[config.mk]
export PLATFORM = sky130hd
export DESIGN_NAME = mem_refill_arbiter_flat
export DESIGN_NICKNAME = d
export VERILOG_FILES = /design/src/rtl/mem_refill_arbiter_pkg.sv /design/src/rtl/mem_refill_arbiter_if.sv /design/src/rtl/mem_refill_arbiter_rr_arbiter2.sv /design/src/rtl/mem_refill_arbiter.sv /design/src/flat_wrapper.sv
export SDC_FILE = /design/constraint.sdc
export NUM_CORES = 1
export LEC_CHECK = 0
export CORE_AREA = 3 3 104 106
export DETAILED_ROUTE_END_ITERATION = 7
export DIE_AREA = 0 0 107 109
export PLACE_DENSITY = 0.88
export SLEW_MARGIN = 20
export SYNTH_ARGS = -nofsm -noshare
export SYNTH_HDL_FRONTEND = slang
export SYNTH_SLANG_ARGS = --single-unit
[constraint.sdc]
create_clock -name clk -period 2.41 [get_ports clk]
set_input_delay 0.241 -clock clk [delete_from_list [all_inputs] [get_ports clk]]
set_output_delay 0.241 -clock clk [all_outputs]
set_load 0.05 [all_outputs]
[src/rtl/mem_refill_arbiter_pkg.sv]
// Shared types for the I/D refill arbiter: FSM states, port owner, line geometry.
package mem_refill_arbiter_pkg;

  typedef enum logic [1:0] {
    ARB_IDLE,
    ARB_ADDR,
    ARB_READ,
    ARB_WRITE
  } arb_state_e;

  typedef enum logic {
    OWNER_I,
    OWNER_D
  } mem_owner_e;

  // Mirrors the cache line size in words.
  localparam int unsigned DefLineWords = 4;

  // Number of low address bits covered by one line.
  function automatic int unsigned line_offset_bits(int unsigned line_words,
                                                   int unsigned data_width);
    return $clog2(line_words) + $clog2(data_width / 8);
  endfunction

endpackage

[src/rtl/mem_refill_arbiter_if.sv]
// Cache-side and memory-side signals of the refill arbiter.
// master: the arbiter's view; slave: the caches/memory environment.
interface mem_refill_arbiter_if #(
  parameter int unsigned ADDR_WIDTH = 32,
  parameter int unsigned DATA_WIDTH = 32
);

  logic                  i_req;
  logic [ADDR_WIDTH-1:0] i_addr;
  logic                  i_gnt;
  logic                  i_rvalid;
  logic [DATA_WIDTH-1:0] i_rdata;
  logic                  i_done;

  logic                  d_req;
  logic                  d_we;
  logic [ADDR_WIDTH-1:0] d_addr;
  logic [DATA_WIDTH-1:0] d_wdata;
  logic                  d_wready;
  logic                  d_gnt;
  logic                  d_rvalid;
  logic [DATA_WIDTH-1:0] d_rdata;
  logic                  d_done;

  logic                  mem_req;
  logic                  mem_we;
  logic [ADDR_WIDTH-1:0] mem_addr;
  logic                  mem_ack;
  logic [DATA_WIDTH-1:0] mem_wdata;
  logic                  mem_wready;
  logic                  mem_rvalid;
  logic [DATA_WIDTH-1:0] mem_rdata;

  modport master (
    input  i_req, i_addr, d_req, d_we, d_addr, d_wdata,
    input  mem_ack, mem_wready, mem_rvalid, mem_rdata,
    output i_gnt, i_rvalid, i_rdata, i_done,
    output d_wready, d_gnt, d_rvalid, d_rdata, d_done,
    output mem_req, mem_we, mem_addr, mem_wdata
  );

  modport slave (
    output i_req, i_addr, d_req, d_we, d_addr, d_wdata,
    output mem_ack, mem_wready, mem_rvalid, mem_rdata,
    input  i_gnt, i_rvalid, i_rdata, i_done,
    input  d_wready, d_gnt, d_rvalid, d_rdata, d_done,
    input  mem_req, mem_we, mem_addr, mem_wdata
  );

endinterface

[src/rtl/mem_refill_arbiter_rr_arbiter2.sv]
// Combinational two-way round-robin pick between the I and D requesters.
module mem_refill_arbiter_rr_arbiter2
  import mem_refill_arbiter_pkg::*;
(
  input  logic       i_req,
  input  logic       d_req,
  input  mem_owner_e last_owner,
  input  logic       mask,
  output logic       valid,
  output mem_owner_e owner
);

  logic i_elig;
  logic d_elig;

  // The just-served requester sits out one cycle while its req drops.
  always_comb begin
    i_elig = i_req & ~(mask & (last_owner == OWNER_I));
    d_elig = d_req & ~(mask & (last_owner == OWNER_D));
    valid  = i_elig | d_elig;
    owner  = OWNER_I;
    if (i_elig && d_elig) begin
      owner = (last_owner == OWNER_I) ? OWNER_D : OWNER_I;
    end else if (d_elig) begin
      owner = OWNER_D;
    end
  end

endmodule

[src/rtl/mem_refill_arbiter.sv]
// Shares one burst memory port between I-cache refills and D-cache refill/writeback.
module mem_refill_arbiter
  import mem_refill_arbiter_pkg::*;
#(
  parameter int unsigned ADDR_WIDTH = 32,
  parameter int unsigned DATA_WIDTH = 32,
  parameter int unsigned LINE_WORDS = DefLineWords
) (
  input logic                clk,
  input logic                rst,
  mem_refill_arbiter_if.master bus
);

  localparam int unsigned CntW = $clog2(LINE_WORDS);
  localparam int unsigned OffW = line_offset_bits(LINE_WORDS, DATA_WIDTH);
  localparam logic [CntW-1:0] LastBeat = CntW'(LINE_WORDS - 1);

  arb_state_e            state_q, state_d;
  mem_owner_e            owner_q, owner_d;
  mem_owner_e            last_q, last_d;
  logic                  we_q, we_d;
  logic [ADDR_WIDTH-1:0] addr_q, addr_d;
  logic [CntW-1:0]       cnt_q, cnt_d;
  logic                  mask_q, mask_d;
  logic                  gnt_q, gnt_d;

  logic                  pick_valid;
  mem_owner_e            pick_owner;
  logic [ADDR_WIDTH-1:0] sel_addr;
  logic                  beat;
  logic                  done;

  mem_refill_arbiter_rr_arbiter2 u_rr (
    .i_req     (bus.i_req),
    .d_req     (bus.d_req),
    .last_owner(last_q),
    .mask      (mask_q),
    .valid     (pick_valid),
    .owner     (pick_owner)
  );

  // State register; reset abandons any burst without a done pulse.
  always_ff @(posedge clk or posedge rst) begin
    if (rst) begin
      state_q <= ARB_IDLE;
      owner_q <= OWNER_I;
      last_q  <= OWNER_I;
      we_q    <= 1'b0;
      addr_q  <= '0;
      cnt_q   <= '0;
      mask_q  <= 1'b0;
      gnt_q   <= 1'b0;
    end else begin
      state_q <= state_d;
      owner_q <= owner_d;
      last_q  <= last_d;
      we_q    <= we_d;
      addr_q  <= addr_d;
      cnt_q   <= cnt_d;
      mask_q  <= mask_d;
      gnt_q   <= gnt_d;
    end
  end

  // Next-state logic and all port outputs.
  always_comb begin
    state_d  = state_q;
    owner_d  = owner_q;
    last_d   = last_q;
    we_d     = we_q;
    addr_d   = addr_q;
    cnt_d    = cnt_q;
    mask_d   = 1'b0;
    gnt_d    = 1'b0;
    beat     = 1'b0;
    sel_addr = (pick_owner == OWNER_D) ? bus.d_addr : bus.i_addr;
    sel_addr[OffW-1:0] = '0;

    unique case (state_q)
      ARB_IDLE: begin
        if (pick_valid) begin
          owner_d = pick_owner;
          we_d    = (pick_owner == OWNER_D) & bus.d_we;
          addr_d  = sel_addr;
          gnt_d   = 1'b1;
          state_d = ARB_ADDR;
        end
      end
      ARB_ADDR: begin
        if (bus.mem_ack) state_d = we_q ? ARB_WRITE : ARB_READ;
      end
      ARB_READ:  beat = bus.mem_rvalid;
      ARB_WRITE: beat = bus.mem_wready;
      default:   state_d = ARB_IDLE;
    endcase

    done = beat && (cnt_q == LastBeat);
    if (beat) begin
      if (done) begin
        cnt_d   = '0;
        last_d  = owner_q;
        mask_d  = 1'b1;
        state_d = ARB_IDLE;
      end else begin
        cnt_d = cnt_q + CntW'(1);
      end
    end

    bus.mem_req   = (state_q == ARB_ADDR);
    bus.mem_we    = we_q & (state_q != ARB_IDLE);
    bus.mem_addr  = (state_q != ARB_IDLE) ? addr_q : '0;
    bus.mem_wdata = (state_q == ARB_WRITE) ? bus.d_wdata : '0;
    bus.d_wready  = (state_q == ARB_WRITE) & bus.mem_wready;

    bus.i_gnt    = gnt_q & (owner_q == OWNER_I);
    bus.d_gnt    = gnt_q & (owner_q == OWNER_D);
    bus.i_rvalid = (state_q == ARB_READ) & bus.mem_rvalid & (owner_q == OWNER_I);
    bus.d_rvalid = (state_q == ARB_READ) & bus.mem_rvalid & (owner_q == OWNER_D);
    bus.i_rdata  = bus.i_rvalid ? bus.mem_rdata : '0;
    bus.d_rdata  = bus.d_rvalid ? bus.mem_rdata : '0;
    bus.i_done   = done & (owner_q == OWNER_I);
    bus.d_done   = done & (owner_q == OWNER_D);
  end

  // Requesters must hold req until their burst completes.
  a_i_req_held: assert property (@(posedge clk) disable iff (rst)
    (state_q != ARB_IDLE && owner_q == OWNER_I) |-> bus.i_req);
  a_d_req_held: assert property (@(posedge clk) disable iff (rst)
    (state_q != ARB_IDLE && owner_q == OWNER_D) |-> bus.d_req);

endmodule

[src/flat_wrapper.sv]
// flat-port wrapper written by rule: the top's interface ports become plain ports
module mem_refill_arbiter_flat import mem_refill_arbiter_pkg::*;
#(
  parameter int unsigned ADDR_WIDTH = 32,
  parameter int unsigned DATA_WIDTH = 32,
  parameter int unsigned LINE_WORDS = DefLineWords
)
  (clk, rst, bus_i_req, bus_i_addr, bus_d_req, bus_d_we, bus_d_addr, bus_d_wdata, bus_mem_ack, bus_mem_wready, bus_mem_rvalid, bus_mem_rdata, bus_i_gnt, bus_i_rvalid, bus_i_rdata, bus_i_done, bus_d_wready, bus_d_gnt, bus_d_rvalid, bus_d_rdata, bus_d_done, bus_mem_req, bus_mem_we, bus_mem_addr, bus_mem_wdata);
  mem_refill_arbiter_if #(.ADDR_WIDTH(ADDR_WIDTH), .DATA_WIDTH(DATA_WIDTH)) bus_i ();
  input logic clk;
  input logic rst;
  input wire logic [$bits(bus_i.i_req)-1:0] bus_i_req;
  input wire logic [$bits(bus_i.i_addr)-1:0] bus_i_addr;
  input wire logic [$bits(bus_i.d_req)-1:0] bus_d_req;
  input wire logic [$bits(bus_i.d_we)-1:0] bus_d_we;
  input wire logic [$bits(bus_i.d_addr)-1:0] bus_d_addr;
  input wire logic [$bits(bus_i.d_wdata)-1:0] bus_d_wdata;
  input wire logic [$bits(bus_i.mem_ack)-1:0] bus_mem_ack;
  input wire logic [$bits(bus_i.mem_wready)-1:0] bus_mem_wready;
  input wire logic [$bits(bus_i.mem_rvalid)-1:0] bus_mem_rvalid;
  input wire logic [$bits(bus_i.mem_rdata)-1:0] bus_mem_rdata;
  output wire logic [$bits(bus_i.i_gnt)-1:0] bus_i_gnt;
  output wire logic [$bits(bus_i.i_rvalid)-1:0] bus_i_rvalid;
  output wire logic [$bits(bus_i.i_rdata)-1:0] bus_i_rdata;
  output wire logic [$bits(bus_i.i_done)-1:0] bus_i_done;
  output wire logic [$bits(bus_i.d_wready)-1:0] bus_d_wready;
  output wire logic [$bits(bus_i.d_gnt)-1:0] bus_d_gnt;
  output wire logic [$bits(bus_i.d_rvalid)-1:0] bus_d_rvalid;
  output wire logic [$bits(bus_i.d_rdata)-1:0] bus_d_rdata;
  output wire logic [$bits(bus_i.d_done)-1:0] bus_d_done;
  output wire logic [$bits(bus_i.mem_req)-1:0] bus_mem_req;
  output wire logic [$bits(bus_i.mem_we)-1:0] bus_mem_we;
  output wire logic [$bits(bus_i.mem_addr)-1:0] bus_mem_addr;
  output wire logic [$bits(bus_i.mem_wdata)-1:0] bus_mem_wdata;
  assign bus_i.i_req = bus_i_req;
  assign bus_i.i_addr = bus_i_addr;
  assign bus_i.d_req = bus_d_req;
  assign bus_i.d_we = bus_d_we;
  assign bus_i.d_addr = bus_d_addr;
  assign bus_i.d_wdata = bus_d_wdata;
  assign bus_i.mem_ack = bus_mem_ack;
  assign bus_i.mem_wready = bus_mem_wready;
  assign bus_i.mem_rvalid = bus_mem_rvalid;
  assign bus_i.mem_rdata = bus_mem_rdata;
  assign bus_i_gnt = bus_i.i_gnt;
  assign bus_i_rvalid = bus_i.i_rvalid;
  assign bus_i_rdata = bus_i.i_rdata;
  assign bus_i_done = bus_i.i_done;
  assign bus_d_wready = bus_i.d_wready;
  assign bus_d_gnt = bus_i.d_gnt;
  assign bus_d_rvalid = bus_i.d_rvalid;
  assign bus_d_rdata = bus_i.d_rdata;
  assign bus_d_done = bus_i.d_done;
  assign bus_mem_req = bus_i.mem_req;
  assign bus_mem_we = bus_i.mem_we;
  assign bus_mem_addr = bus_i.mem_addr;
  assign bus_mem_wdata = bus_i.mem_wdata;
  mem_refill_arbiter #(.ADDR_WIDTH(ADDR_WIDTH), .DATA_WIDTH(DATA_WIDTH), .LINE_WORDS(LINE_WORDS)) u_core (.clk(clk), .rst(rst), .bus(bus_i));
endmodule
==> run metrics, run 1 <==
outcome=finished clean; critical path fanouts, max=6; area of the die=approximately 0.012 mm^2; Setup Skew=~0.0032 ns; final setup fails=0; TNS Setup=0 ns; critical path class=flip-flop to output port; gpl congestion=slightly above 0.8; Starting Density=30.5%; commonest non-fill, non-tap cells in the layout=clkdlybuf4s50_1 (129), buf_12 (96), and2_1 (95); CP Launch Type=flip-flop; Final Hold Slack=about 0.38 ns; Mapped Area=approximately 0.003 mm^2; Synth warnings=0; most area-consuming cells after synthesis=dfrtp_1 (31%), and2_1 (20%), mux2_4 (10%), a32o_1 (9.3%), and3_1 (7.3%); via count=between 3k and 4k; WL/cell=about 19 um; unrepaired setup endpoints after global routing=no; Worst EP required=between 2 and 2.5 ns; worst min-delay path category=primary input to asynchronous set/reset pin; Overall Power=slightly below 0.008 W; max cap viols=0; Slew @ Worst Pin=0.711 ns; drt drc=0; cell chosen for the clock root=clkbuf_8; Tcrit/Tclk final=between 80 and 90%; max-slew violations=0; Max Fclk=about 500 MHz; first-pass GRT wire length=about 20 mm; fin crit period=about 2 ns; #FFs+latches synth=37; Setup Fix Bufs, Post-CTS=0; Peak VDD IR=0.000723 V; vias per inst=4.71; fillers=between 600 and 700; worst path arrival time=1.76 ns; Clock Tree Buf Depth=2; grt ovf=0; antenna viol nets, final=0; dpl ws=0.245 ns; Max transition margin=approximately 53%; CTS tree=built; number of top-level pins=between 200 and 300; Synth Instances=roughly 320; Util after Layout=67.8%; Core ar.=0.00986 mm^2; total leakage power=between 2 and 3 nW; Detailed Routing Iterations Pass 1=4; worst skew pair latency=between 0.2 and 0.3 ns; register area=926 um^2; GRT Total Usage=between 20% and 30%; commonest non-fill, non-tap cell in the layout=clkdlybuf4s50_1; hpwl dp=11.1 mm; PostCTS Resize Cnt=0; CTS Buf Count=5; clk slew on worst S/H paths=0.07 ns; largest net degree at the start of global routing=37; layout cells sized above 1=around 33%; Yosys cell types=30; Detailed Route WL=around 13 mm; cts hold-fix bufs=0; die width=~110 um; power per cell area=1180 mW/mm^2; multi-input gate area in the final layout=0.00190 mm^2; clk sinks=37; Worst Setup Slack, final=0.412 ns; Crit. End Element=output port; 1st-iter DRT viols=187; final hold vios=0; H-Tree Level Count=2; Syn Area/Cell=roughly 9.4 um^2; Layout area overhead=122%; n_diodes=0; area leader, netlist=dfrtp_1; reg2reg setup slack=a little over 0.7 ns; initial antenna violation count=0; Port Buf Inserts=260; Die Y=around 110 um; Cell Rows=36; sequential share of the synthesized area=between 30% and 40%; Yosys top cell area share=30.8%; Final nets=706; number of global-route vias before repair=roughly 3.6k
sequential cells by signal, indices dropped and copies added (netlist names):
signal,cells
u_core.cnt_q,2
u_core.gnt_q,1
u_core.we_q,1
u_core.last_q,1
u_core.owner_q,1
u_core.state_q,2
u_core.addr_q,28
u_core.mask_q,1
critical path, stage by stage, from the launching register on:
cell	delay, ns
dfrtp_1	0.47
mux2_2	0.37
and3_1	0.25
and2_1	0.19
buf_4	0.19
cells in the mapped netlist:
cell type and instances:
mux2i_1 1, inv_2 1, a21boi_0 1, nand2b_1 2
ha_1 1, a32o_1 28, nor2_1 4, o21ai_1 1
or3b_1 1, clkbuf_1 23, nor2b_1 31, and2_1 95
mux2_4 20, mux2_2 9, nor3_1 2, mux2_1 4
buf_4 4, nand2_1 3, a21boi_2 1, conb_1 1
inv_1 1, o221a_2 1, buf_8 2, dlygate4sd1_1 3
a21oi_1 1, o21ba_1 1, dfrtp_1 37, buf_6 1
and3_1 35, buf_2 4
layer usage:
metal / GRT usage [%] / part of all wire, % / vias up / wire (um)
li1: - / - / 1582 / -
met1: 23.0 / 35 / 1560 / 4660
met2: 41.3 / 54 / 150 / 7120
met3: 8.29 / 9.2 / 15 / 1220
met4: 4.29 / 1.5 / 0 / 192
met5: 0 / 0 / - / 0
per-stage QoR:
| step | instances | cell area, um^2 |
|---|---|---|
| floorplan | 322 | 3020 |
| global placement | 695 | 6600 |
| detailed placement | 695 | 6600 |
| CTS | 702 | 6690 |
| global route | 702 | 6690 |
| finish | 702 | 6690 |
cells by family after synthesis:
family	count (synthesis)	synth area share (%)
compound gates	34	11.0
other cells	1	0.125
buf+inv	39	7.04
fa+ha+maj	1	0.416
flops	37	30.8
simple gates	173	35.4
mux	34	15.2
cell type report:
type	count	area share, %
clock buffer	7	1.29
inverter	2	0.112
multi-input combinational	246	28.4
tap	133	2.49
sequential	37	13.8
timing repair buffer	277	53.9
power breakdown:
part	switching, W	internal (W)
registers	0.000199	0.000921
logic	0.00351	0.00286
clock network	0.000199	0.000227
total	0.00391	0.00401
final timing paths:
| check | startpoint | to | cells after the start |
|---|---|---|---|
| max | u_core.state_q[0] | bus_i_done | 4 |
| min | rst | u_core.addr_q[28] | 2 |
| max reg2reg | u_core.mask_q | u_core.addr_q[13] | 4 |
| min reg2reg | u_core.addr_q[20] | u_core.addr_q[20] | 1 |
| max in group asynchronous | rst | u_core.addr_q[21] | 3 |
| min in group clk | u_core.addr_q[20] | u_core.addr_q[20] | 1 |
No activity file was read; power rests on OpenSTA's default activity.
==> run 2: changes to the inputs <==
==> constraint.sdc (replaced) <==
create_clock -name clk -period 2 [get_ports clk]
set_input_delay 0.2 -clock clk [delete_from_list [all_inputs] [get_ports clk]]
set_output_delay 0.2 -clock clk [all_outputs]
set_load 0.05 [all_outputs]
==> run 2 against run 1 <==
  * Routed wire length grew 1.1%
  * Sequential power grew 20%
  * Final area grew 7.8%
  * Worst hold slack lost 0.027 ns
  * Combinational power grew 32%
  * Non-clock buffer count shrank 1
  * Largest cell class unchanged
==> run metrics, run 2 (synthesis results as in run 1) <==
outcome=finished clean (unchanged); Int Pwr=0.00561 W (was 0.00401 W); Util after Layout=73.1% (was 67.8%); clk slew on worst S/H paths=0.07 ns (about the same); commonest non-fill, non-tap cell in the layout=buf_12 (was clkdlybuf4s50_1); global routing's busiest layer=met2 (unchanged); placed inst area=0.00707 mm^2 (was 0.00660 mm^2); GRT Total Usage=22.1% (was 21.8%); vias per inst=4.83 (was 4.71); Final nets=705 (was 706); CP startpoint=u_core.state_q[0] (unchanged); initial antenna violation count=0 (unchanged); critical path class=flip-flop to output port (unchanged); die width=107 um (unchanged); first-pass GRT wire length=20.1 mm (was 19.5 mm); grt ovf=0 (unchanged); final hold vios=0 (unchanged); Regs by FF count=u_core.addr_q: 28 flops, u_core.cnt_q: 2 flops, u_core.state_q: 2 flops (unchanged); fin crit period=1.88 ns; Detailed Route WL=13.3 mm (was 13.2 mm); worst min-delay path category=primary input to asynchronous set/reset pin (unchanged); TNS Setup=0 ns (unchanged); Sequential Power Share=12.8% (was 14.1%); switching share of power=46.6% (was 49.4%); fin cells=702 (unchanged); GR Util met1=20.8% (was 23.0%); via count=3391 (was 3307); max reg flops=28 (unchanged); Die Y=109 um (unchanged); final setup fails=0 (unchanged); WL/cell=19.0 um (was 18.8 um); antenna viol nets, final=0 (unchanged); unrepaired setup endpoints after global routing=no (unchanged); Sw Pwr=0.00489 W (was 0.00391 W); fillers=627 (was 689); H-Tree Level Count=2 (unchanged); Final Hold Slack=0.352 ns (was 0.378 ns); Detailed Routing Iterations Pass 1=4 (unchanged); Max Fclk=~530 MHz; CP Launch Type=flip-flop (unchanged); number of global-route vias before repair=3807 (was 3636); drt drc=0 (unchanged); Core ar.=0.00986 mm^2 (unchanged); number of top-level pins=273 (unchanged); clk sinks=37 (unchanged); max cap viols=0 (unchanged); reg2reg setup slack=0.32 ns (was 0.72 ns); r2r startpoint=u_core.mask_q (unchanged); Setup Skew=0.00639 ns (was 0.00320 ns); placed insts=693 (was 695); total leakage power=3.13 nW (was 2.97 nW); Worst EP required=1.80 ns (was 2.17 ns); 1st-iter DRT viols=156 (was 187); met3 Use GR=7.10% (was 8.29%); CTS Buf Count=5 (unchanged); worst path arrival time=1.68 ns (was 1.76 ns); Gate power share=80.1% (was 80.5%); Port Buf Inserts=260 (unchanged); Tcrit/Tclk final=94.1%; CTS tree=built (unchanged); critical path fanouts, max=33 (was 6); Layout area overhead=140% (was 122%); largest net degree at the start of global routing=38 (was 37); register bank with the most flops=u_core.addr_q (unchanged); routing usage on met2=43.6% (was 41.3%); cell chosen for the clock root=clkbuf_8 (unchanged); gpl congestion=0.734 (was 0.823); Clock Power Share=7.2% (was 5.4%); Crit. End Element=output port (unchanged); hpwl dp=11.2 mm (was 11.1 mm); Peak VDD IR=0.000789 V (was 0.000723 V); max-slew violations=0 (unchanged); power per cell area=1460 mW/mm^2 (was 1180 mW/mm^2); final non-filler cell area=0.00721 mm^2 (was 0.00669 mm^2); Cell Rows=36 (unchanged); Clock Tree Buf Depth=2 (unchanged); commonest non-fill, non-tap cells in the layout=buf_12 (135), clkdlybuf4s50_1 (127), and2_1 (95) (was clkdlybuf4s50_1 (129), buf_12 (96), and2_1 (95)); worst skew pair latency=0.28 ns (about the same); Starting Density=30.5% (unchanged); n_diodes=0 (unchanged); layout cells sized above 1=34.1% (was 33.4%); area of the die=0.0117 mm^2 (unchanged)
==> run 2: final timing paths <==
path	to	cells past startpoint
setup / recovery	bus_i_rdata[11]	5
max in group asynchronous	u_core.state_q[0]	3
hold reg to reg	u_core.addr_q[28]	1
setup reg to reg	u_core.addr_q[30]	4
hold / removal	u_core.addr_q[28]	3
min in group clk	u_core.addr_q[28]	1
==> run 2: power by group through the flow <==
stage	Clock, W	Combinational (W)	Sequential (W)
global placement	0	0.00830	0.00132
CTS	0.000774	0.00847	0.00134
detailed placement	0	0.00844	0.00135
floorplan	0	0.00440	0.00126
finish	0.000753	0.00841	0.00134
global route	0.000821	0.00873	0.00139
==> run 2: worst max-delay path: stages (launching register included) <==
cell	delay, ns
dfrtp_2	0.43
buf_4	0.16
nor3_2	0.23
buf_12	0.21
and2_1	0.21
buf_12	0.15
==> run 2: through the flow <==
stage | total power, W | setup WS [ns]
3_5_place_dp | 0.00980 | 0.0566
5_1_grt | 0.0109 | 0.0444
3_3_place_gp | 0.00962 | 0.0848
6_report | 0.0105 | 0.118
4_1_cts | 0.0106 | 0.00375
2_1_floorplan | 0.00566 | 0.0194
==> run 2: repair_timing <==
action                                  in CTS  in global routing
gates resized for setup                      0                  1
endpoints found under the setup margin       0                  2
setup buffers                                0                  1
hold buffers                                 0                  0
==> run 2: metal layers <==
layer | vias to the layer above | share of wire [%]
li1 | 1584 | -
met1 | 1607 | 31
met2 | 170 | 56
met3 | 30 | 7.8
met4 | 0 | 4.5
met5 | - | 0
==> run 2: layout make-up <==
type	count	area (um^2)	area share, %
clock buffer	5	68.8	0.955
clock inverter	3	65.1	0.902
inverter	2	7.51	0.104
multi-input combinational	246	1900	26.3
sequential	37	927	12.9
tap	133	166	2.31
timing repair buffer	276	4080	56.6
==> run 3: changes to the inputs <==
--- a/config.mk
+++ b/config.mk
@@ -8,7 +8,7 @@
 export CORE_AREA = 3 3 104 106
 export DETAILED_ROUTE_END_ITERATION = 7
 export DIE_AREA = 0 0 107 109
-export PLACE_DENSITY = 0.88
+export PLACE_DENSITY = 0.85
 export SLEW_MARGIN = 20
 export SYNTH_ARGS = -nofsm -noshare
 export SYNTH_HDL_FRONTEND = slang
==> run 3 against run 2 <==
  * Register-to-register slack worse by 0.02 ns
  * Sequential share of layout area up 0.072 points
  * Clock-buffer cell count unchanged
  * Sequential cell count unchanged
  * Global-route usage down 0.87 points
  * Routed wire length down 3.2%
  * Final cell count down 0.28%
  * Largest power group unchanged
  * Highest routed layer unchanged
==> run metrics, run 3 (synthesis results as in run 1) <==
vias per inst=4.71 (was 4.83); register bank with the most flops=u_core.addr_q (unchanged); worst skew pair latency=0.29 ns (was 0.28 ns); max reg flops=28 (unchanged); CTS Buf Count=5 (unchanged); via count=3297 (was 3391); power per cell area=1450 mW/mm^2 (was 1460 mW/mm^2); worst path arrival time=1.70 ns (was 1.68 ns); Setup Skew=0.0100 ns (was 0.00639 ns); Sw Pwr=0.00486 W (was 0.00489 W); worst min-delay path category=primary input to asynchronous set/reset pin (unchanged); initial antenna violation count=0 (unchanged); area of the die=0.0117 mm^2 (unchanged); switching share of power=46.6% (about the same); Tcrit/Tclk final=95.1% (was 94.1%); final hold vios=0 (unchanged); fillers=651 (was 627); final setup fails=0 (unchanged); hpwl dp=10.7 mm (was 11.2 mm); fin cells=700 (was 702); Detailed Route WL=12.9 mm (was 13.3 mm); grt ovf=0 (unchanged); outcome=finished clean (unchanged); GRT Total Usage=21.2% (was 22.1%); max cap viols=0 (unchanged); Max Fclk=526 MHz (was 531 MHz); clk sinks=37 (unchanged); placed insts=692 (was 693); commonest non-fill, non-tap cells in the layout=buf_12 (133), clkdlybuf4s50_1 (127), and2_1 (95) (was buf_12 (135), clkdlybuf4s50_1 (127), and2_1 (95)); Clock Tree Buf Depth=2 (unchanged); total leakage power=3.10 nW (was 3.13 nW); Final nets=703 (was 705); n_diodes=0 (unchanged); commonest non-fill, non-tap cell in the layout=buf_12 (unchanged); critical path fanouts, max=6 (was 33); Crit. End Element=output port (unchanged); Die Y=109 um (unchanged); Cell Rows=36 (unchanged); Int Pwr=0.00557 W (was 0.00561 W); number of top-level pins=273 (unchanged); layout cells sized above 1=33.9% (was 34.1%); largest net degree at the start of global routing=38 (unchanged); dpl ws=0.0362 ns (was 0.0566 ns); critical path class=flip-flop to output port (unchanged); H-Tree Level Count=2 (unchanged); Worst Setup Slack, final=0.0977 ns (was 0.118 ns); CTS tree=built (unchanged); fin crit period=1.90 ns (was 1.88 ns); Gate power share=79.8% (was 80.1%); CP Launch Type=flip-flop (unchanged); gpl congestion=0.737 (was 0.734); drt drc=0 (unchanged); multi-input gate area in the final layout=0.00190 mm^2 (unchanged); Worst EP required=1.80 ns (about the same); unrepaired setup endpoints after global routing=no (unchanged); Regs by FF count=u_core.addr_q: 28 flops, u_core.cnt_q: 2 flops, u_core.state_q: 2 flops (unchanged); antenna viol nets, final=0 (unchanged); Layout area overhead=139% (was 140%); Sequential Power Share=12.8% (about the same); first-pass GRT wire length=19.5 mm (was 20.1 mm); Core ar.=0.00986 mm^2 (unchanged); Clock Power Share=7.4% (was 7.2%); Port Buf Inserts=260 (unchanged); TNS Setup=0 ns (unchanged); 1st-iter DRT viols=137 (was 156); register area=927 um^2 (unchanged); max-slew violations=0 (unchanged); cell chosen for the clock root=clkbuf_8 (unchanged); clk slew on worst S/H paths=0.08 ns (was 0.07 ns); WL/cell=18.4 um (was 19.0 um); Peak VDD IR=0.000921 V (was 0.000789 V); Starting Density=30.5% (unchanged); cts hold-fix bufs=0 (unchanged); Detailed Routing Iterations Pass 1=4 (unchanged); die width=107 um (unchanged); number of global-route vias before repair=3726 (was 3807)
-- run 3: changes by cell type in the layout (fill, tap and decap cells not counted) --
cell / before / now
buf_12: 135 / 133
-- run 3: worst paths after layout --
| kind | from | to | slack, ns | depth (start not counted) |
|---|---|---|---|---|
| worst max register to register | u_core.mask_q | u_core.addr_q[22] | 0.30 | 4 |
| min in group clk | u_core.addr_q[5] | u_core.addr_q[5] | 0.50 | 1 |
| max in group asynchronous | rst | u_core.state_q[0] | 1.31 | 3 |
| worst min register to register | u_core.addr_q[5] | u_core.addr_q[5] | 0.50 | 1 |
| worst max-delay path | u_core.state_q[0] | bus_i_done | 0.1 | 4 |
| worst min-delay path | rst | u_core.addr_q[8] | 0.33 | 3 |
-- run 3: power by group through the flow --
stage                     Clock (W)  Sequential [W]  Combinational, W
after floorplan                   0         0.00126           0.00440
after global placement            0         0.00132           0.00826
after detailed placement          0         0.00134           0.00840
after CTS                  0.000784         0.00133           0.00841
after global routing       0.000817         0.00138           0.00865
final                      0.000774         0.00133           0.00832
-- run 3: stage by stage --
step	total power (W)	area (um^2)	hold WS [ns]	util (%)
6_report	0.0104	7170	0.334	72.7
5_1_grt	0.0109	7170	0.378	72.7
4_1_cts	0.0105	7170	0.346	72.7
3_5_place_dp	0.00974	7030	0.485	71.3
3_3_place_gp	0.00958	7030	0.481	71.3
2_1_floorplan	0.00566	3020	0.354	-
-- run 3: routing by layer --
metal | GRT usage [%] | share of wire [%] | vias up
met5 | 0 | 0 | -
met2 | 41.7 | 57 | 155
met4 | 5.39 | 1.6 | 0
li1 | - | - | 1578
met1 | 22.0 | 34 | 1548
met3 | 6.16 | 7.7 | 16
-- run 3: critical path, cell delays in order, from the launching register on --
cell     delay (ns)
dfrtp_2        0.44
mux2_2         0.36
and3_1         0.25
and2_1         0.18
buf_4          0.18
-- run 3: cell type report --
class                           instances  area share [%]
Timing Repair Buffer                  274            56.3
Multi-Input combinational cell        246            26.4
Clock inverter                          3           0.908
Clock buffer                            5           0.960
Sequential cell                        37            12.9
Tap cell                              133            2.32
Inverter                                2           0.105
-- run 3: what timing repair did --
action,4_1_cts,5_1_grt
endpoints found under the setup margin,0,2
setup buffers,0,0
resized for setup,0,1
